$ cat src/rtl/mac_writeback_unit.sv
// ---------------------------------------------------------------------------------------------
// mac_writeback_unit
//
// Four-lane signed multiply-accumulate stage followed by a serialising writeback FSM.
// Each lane accumulates sign-extended w*x products. A capture strobe snapshots the four sums
// and their destination addresses. The unit then issues four consecutive single-port writes
// into the output buffer.
//
// Optional build macro: MAC_WB_SATURATE_EN
//   defined   -> written data is the accumulator saturated to the signed OUT_W range
//   undefined -> written data is the low OUT_W bits of the accumulator (two's-complement wrap)
//   The accumulators wrap modulo 2^ACC_W in both builds.
//
// Ports
//   clk                 rising-edge clock
//   rst_n               asynchronous active-low reset
//   clear               zero all four accumulators (wins over in_valid)
//   in_valid            w/x data valid on all lanes this cycle
//   w_data_1..4         signed weight per lane
//   x_data_1..4         signed input per lane
//   valid               capture strobe, honoured only when the writeback engine is idle
//   out_1..4_address    destination address per lane
//   wr_en               output buffer write enable
//   wr_addr             output buffer write address
//   wr_data             output buffer write data
//   busy                writeback in progress (high with each of the four writes)
//   done                one-cycle pulse on the last write of a group
//   overflow            sticky: a capture strobe arrived while the engine was busy
//
// Assumes ACC_W >= 2*DATA_W and ACC_W >= OUT_W.
// ---------------------------------------------------------------------------------------------
module mac_writeback_unit #(
    parameter int unsigned DATA_W = 8,
    parameter int unsigned ACC_W  = 20,
    parameter int unsigned OUT_W  = 16,
    parameter int unsigned ADDR_W = 3
) (
    input  logic                     clk,
    input  logic                     rst_n,
    input  logic                     clear,
    input  logic                     in_valid,
    input  logic signed [DATA_W-1:0] w_data_1,
    input  logic signed [DATA_W-1:0] w_data_2,
    input  logic signed [DATA_W-1:0] w_data_3,
    input  logic signed [DATA_W-1:0] w_data_4,
    input  logic signed [DATA_W-1:0] x_data_1,
    input  logic signed [DATA_W-1:0] x_data_2,
    input  logic signed [DATA_W-1:0] x_data_3,
    input  logic signed [DATA_W-1:0] x_data_4,
    input  logic                     valid,
    input  logic        [ADDR_W-1:0] out_1_address,
    input  logic        [ADDR_W-1:0] out_2_address,
    input  logic        [ADDR_W-1:0] out_3_address,
    input  logic        [ADDR_W-1:0] out_4_address,
    output logic                     wr_en,
    output logic        [ADDR_W-1:0] wr_addr,
    output logic        [OUT_W-1:0]  wr_data,
    output logic                     busy,
    output logic                     done,
    output logic                     overflow
);

    localparam int unsigned LANES  = 4;
    localparam int unsigned PROD_W = 2 * DATA_W;

    typedef enum logic [2:0] {
        StIdle,
        StWr1,
        StWr2,
        StWr3,
        StWr4
    } state_t;

    state_t state;

    logic signed [DATA_W-1:0] w_lane    [LANES];
    logic signed [DATA_W-1:0] x_lane    [LANES];
    logic        [ADDR_W-1:0] addr_in   [LANES];
    logic signed [PROD_W-1:0] prod      [LANES];
    logic signed [ACC_W-1:0]  prod_ext  [LANES];
    logic signed [ACC_W-1:0]  acc       [LANES];
    logic signed [ACC_W-1:0]  hold      [LANES];
    logic        [ADDR_W-1:0] addr_hold [LANES];

    assign w_lane[0]  = w_data_1;
    assign w_lane[1]  = w_data_2;
    assign w_lane[2]  = w_data_3;
    assign w_lane[3]  = w_data_4;
    assign x_lane[0]  = x_data_1;
    assign x_lane[1]  = x_data_2;
    assign x_lane[2]  = x_data_3;
    assign x_lane[3]  = x_data_4;
    assign addr_in[0] = out_1_address;
    assign addr_in[1] = out_2_address;
    assign addr_in[2] = out_3_address;
    assign addr_in[3] = out_4_address;

    // Output formatting of a captured accumulator value.
    function automatic logic [OUT_W-1:0] fmt(input logic signed [ACC_W-1:0] v);
`ifdef MAC_WB_SATURATE_EN
        // In range exactly when every bit from the OUT_W sign position upward agrees.
        if ((&v[ACC_W-1:OUT_W-1]) || !(|v[ACC_W-1:OUT_W-1])) begin
            return OUT_W'(v);
        end else if (v[ACC_W-1]) begin
            return {1'b1, {(OUT_W-1){1'b0}}};
        end else begin
            return {1'b0, {(OUT_W-1){1'b1}}};
        end
`else
        return OUT_W'(v);
`endif
    endfunction

    // Full-width signed product, then sign-extended to the accumulator width.
    always_comb begin
        for (int k = 0; k < LANES; k++) begin
            prod[k]     = PROD_W'(w_lane[k]) * PROD_W'(x_lane[k]);
            prod_ext[k] = ACC_W'(prod[k]);
        end
    end

    // Accumulators run independently of the writeback engine.
    always_ff @(posedge clk or negedge rst_n) begin
        if (!rst_n) begin
            for (int k = 0; k < LANES; k++) begin
                acc[k] <= '0;
            end
        end else if (clear) begin
            for (int k = 0; k < LANES; k++) begin
                acc[k] <= '0;
            end
        end else if (in_valid) begin
            for (int k = 0; k < LANES; k++) begin
                acc[k] <= acc[k] + prod_ext[k];
            end
        end
    end

    // Writeback engine. Each WRk state launches the registered write for lane k, so the write
    // is visible in the cycle after the state is occupied. busy follows wr_en exactly; the
    // cycle carrying the last write (state already back in StIdle) still counts as busy, so a
    // capture strobe there is dropped rather than accepted.
    always_ff @(posedge clk or negedge rst_n) begin
        if (!rst_n) begin
            state    <= StIdle;
            wr_en    <= 1'b0;
            wr_addr  <= '0;
            wr_data  <= '0;
            busy     <= 1'b0;
            done     <= 1'b0;
            overflow <= 1'b0;
            for (int k = 0; k < LANES; k++) begin
                hold[k]      <= '0;
                addr_hold[k] <= '0;
            end
        end else begin
            done <= 1'b0;
            if (valid && ((state != StIdle) || busy)) begin
                overflow <= 1'b1;
            end
            unique case (state)
                StIdle: begin
                    wr_en <= 1'b0;
                    busy  <= 1'b0;
                    if (valid && !busy) begin
                        for (int k = 0; k < LANES; k++) begin
                            hold[k]      <= acc[k];
                            addr_hold[k] <= addr_in[k];
                        end
                        state <= StWr1;
                    end
                end
                StWr1: begin
                    wr_en   <= 1'b1;
                    busy    <= 1'b1;
                    wr_addr <= addr_hold[0];
                    wr_data <= fmt(hold[0]);
                    state   <= StWr2;
                end
                StWr2: begin
                    wr_en   <= 1'b1;
                    busy    <= 1'b1;
                    wr_addr <= addr_hold[1];
                    wr_data <= fmt(hold[1]);
                    state   <= StWr3;
                end
                StWr3: begin
                    wr_en   <= 1'b1;
                    busy    <= 1'b1;
                    wr_addr <= addr_hold[2];
                    wr_data <= fmt(hold[2]);
                    state   <= StWr4;
                end
                StWr4: begin
                    wr_en   <= 1'b1;
                    busy    <= 1'b1;
                    done    <= 1'b1;
                    wr_addr <= addr_hold[3];
                    wr_data <= fmt(hold[3]);
                    state   <= StIdle;
                end
                default: begin
                    state <= StIdle;
                end
            endcase
        end
    end

endmodule

$ cat config.mk
export PLATFORM = sky130hd
export DESIGN_NAME = mac_writeback_unit
export DESIGN_NICKNAME = d
export VERILOG_FILES = /design/src/rtl/mac_writeback_unit.sv
export SDC_FILE = /design/constraint.sdc
export NUM_CORES = 1
export LEC_CHECK = 0
export ABC_AREA = 0
export CAP_MARGIN = 20
export CORE_MARGIN = 2
export CORE_UTILIZATION = 40
export DETAILED_ROUTE_END_ITERATION = 8
export GPL_TIMING_DRIVEN = 0
export PLACE_DENSITY_LB_ADDON = 0.08
export SKIP_CTS_REPAIR_TIMING = 1
export SLEW_MARGIN = 20
export SYNTH_ARGS = -nofsm -noshare
export SYNTH_HDL_FRONTEND = slang
export SYNTH_SLANG_ARGS = --single-unit
$ cat constraint.sdc
create_clock -name clk -period 11 [get_ports clk]
set_clock_uncertainty 0.05 [all_clocks]
set_input_delay 1.65 -clock clk [delete_from_list [all_inputs] [get_ports clk]]
set_output_delay 1.65 -clock clk [all_outputs]
set_load 0.005 [all_outputs]
==> results.txt <==
worst hold margin: 0.4196 ns
post-detailed-route count of antenna-violating nets: 0
Seq/Total Area, Yosys: 0.2256
final worst-path cycle share: 0.6185
RSZ-0062 raised after global routing: false
most frequent cell on the critical path: fa_1
CTS Buf Count: 17
DRT iter0 DRCs: 569
top cells by area, synth: fa_1 31%, dfrtp_1 23%, ha_1 10%
first-pass GRT wire length: 72,570 um
drt pass-1 iters: 4
synthesized area per cell: 10.25 um^2
final setup margin: 4.196 ns
dominant synthesized flop cell: dfrtp_1
die height: 217.9 um
nets: 2,417
PortBufs: 98
syn_nets: 2,299
top-area cell type share of the netlist area: 0.3107
vias in the first global route: 13.29k
CTS tree: yes
pre-CTS setup slack: 3.767 ns
internal power: 0.003344 W
grt total ovfl: 0
DRT Wirelength: 43,350 um
gpl congestion: 0.7982
Root Buffer Master: clkbuf_16
crit path cell chain: clkdlybuf4s50_1 -> and2_1 -> inv_1 -> fa_1 -> inv_1 -> fa_1 -> fa_1 -> fa_1 -> fa_1 -> ha_1 -> o311a_1 -> a311oi_2 -> a21oi_1 -> xnor2_1 -> a211oi_1
Final Hold Vio Count: 0
Synth top cells by count: 299 x inv_1, 284 x fa_1, 175 x nand2_1
max_cap viols: 0
Vias/cell: 4.921
pin count of the biggest net entering global routing: 95
vias: 12.39k
Req. time, crit path: 11.28 ns
Top Ports: 104
clk buf depth: 2
Die X: 217.9 um
Crit path max-delay family: adder cells
initial antenna violation count: 0
Worst Tran Pin Value: 0.9766 ns
crit start category: input pin
layout cells sized above 1: 0.05846
Bufs and invs on worst path: 3
clk sink count: 165
flop and latch count out of synthesis: 165
Netlist Area Pre-Place: 18,300 um^2
setup slack, reg-to-reg: 6.21 ns
WP data arrival: 7.08 ns
largest stage delay on the critical path: 0.68 ns
Synth cell types: 51
Slew HR: 0.3490
Power, Total: 0.006261 W
Final setup viols: 0
CTS H-tree depth: 4
synth warn: 0
Slew Limit Fails: 0
asr flop ratio synth: 1.000
EDFF count, synth: 0
Clk Latency, worst-skew pair: 0.43 ns
worst min path class: reg2reg
net switching power: 0.002918 W
site row count: 78
GRT Util Overall: 0.1948
top-count cell post-synth: inv_1
Net Sw Frac: 0.4660
clock group share of total power: 0.094
Combinational Power Share: 0.743
remaining routing DRC violations: 0
critical-path maximum fanout: 9
static leakage: 10.04 nW
Seq pwr share: 0.163
Slowest cell on crit path: clkdlybuf4s50_1
CP Capture Type: register
Worst-path clk slew: 0.06 ns
Synth Instances: 1,786
post-route minimum period: 6.804 ns
Area Overhead vs Synth: 12.83%
Initial Util: 0.4041
top cell type by total area after synthesis: fa_1
critical path class: in2reg
Die Footprint: 47,470 um^2
dpl hpwl: 36,400 um
status: complete, no violations
PwrDens: 303.3 nW/um^2
WL/cell: 17.22 um
core area: 45,280 um^2
Fin Setup TNS: 0 ns
Max Freq: 147.0 MHz
Peak VDD IR: 0.1384 mV
[through the flow]
stage | utilization | instances | cell area [um^2]
2_1_floorplan | - | 1786 | 18300
3_3_place_gp | 0.4423 | 2484 | 20030
3_5_place_dp | 0.4431 | 2485 | 20060
4_1_cts | 0.4559 | 2516 | 20640
5_1_grt | 0.4559 | 2516 | 20640
6_report | 0.4559 | 2517 | 20650
[layout by cell type (no fill, tap or decap), types with 25 or more instances in the layout]
| cell type | count |
|---|---|
| clkdlybuf4s50_1 | 97 |
| clkbuf_1 | 26 |
| ha_1 | 148 |
| inv_1 | 299 |
| a21oi_1 | 25 |
| nand2_1 | 175 |
| dfrtp_1 | 165 |
| mux2_2 | 53 |
| nor2_1 | 101 |
| mux2i_1 | 59 |
| fa_1 | 284 |
| o21ai_0 | 56 |
| and2_1 | 134 |
| xnor2_1 | 65 |
[power by group through the flow]
stage	Sequential (W)	Combinational (W)	Clock, W
after floorplan	0.000952	0.00362	0
after global placement	0.00103	0.00465	0
after detailed placement	0.00103	0.00470	0
after CTS	0.00102	0.00475	0.000597
after global routing	0.00105	0.00539	0.000624
final	0.00102	0.00465	0.000589
[metal layers]
layer,up-vias,GRT usage,routed length (um)
li1,5896,-,-
met1,6338,0.2663,20020
met2,124,0.3396,21850
met3,29,0.01953,987
met4,0,0.03311,490
met5,-,0,0
[area by class of cell]
| type | instances | area, um^2 |
|---|---|---|
| clock inverters | 7 | 68.82 |
| fillers | 4386 | 24640 |
| clock buffers | 24 | 511.7 |
| multi-input cells | 1271 | 12820 |
| plain buffers | 47 | 209.0 |
| diodes | 1 | 2.502 |
| inverters | 303 | 1137 |
| flip-flops and latches | 165 | 4129 |
| repair buffers | 99 | 1013 |
| well taps | 600 | 750.7 |
[kinds of logic after synthesis]
logic type | share of synthesized area
adder cells (fa/ha/maj) | 0.4119
buffers and inverters | 0.07357
multiplexers | 0.06489
flip-flops | 0.2256
AND/OR/NAND/NOR | 0.1252
XOR/XNOR | 0.03350
AO/OA/AOI/OAI | 0.06530
[sequential cells by signal (all words and copies together), names as in the netlist]
register	flops
wr_addr	3
addr_hold	12
busy	1
acc	64
state	3
wr_data	16
done	1
hold	64
overflow	1
[path summary, 6_finish.rpt]
kind                              from          to  depth (start not counted)
max in group asynchronous        rst_n  wr_data[9]                          2
hold / removal                overflow    overflow                          1
hold reg to reg               overflow    overflow                          1
setup reg to reg               acc[66]     acc[75]                         15
setup / recovery           x_data_1[0]     acc[75]                         15
min in group asynchronous        rst_n     acc[41]                          1
(Power assumes the default switching activity.)
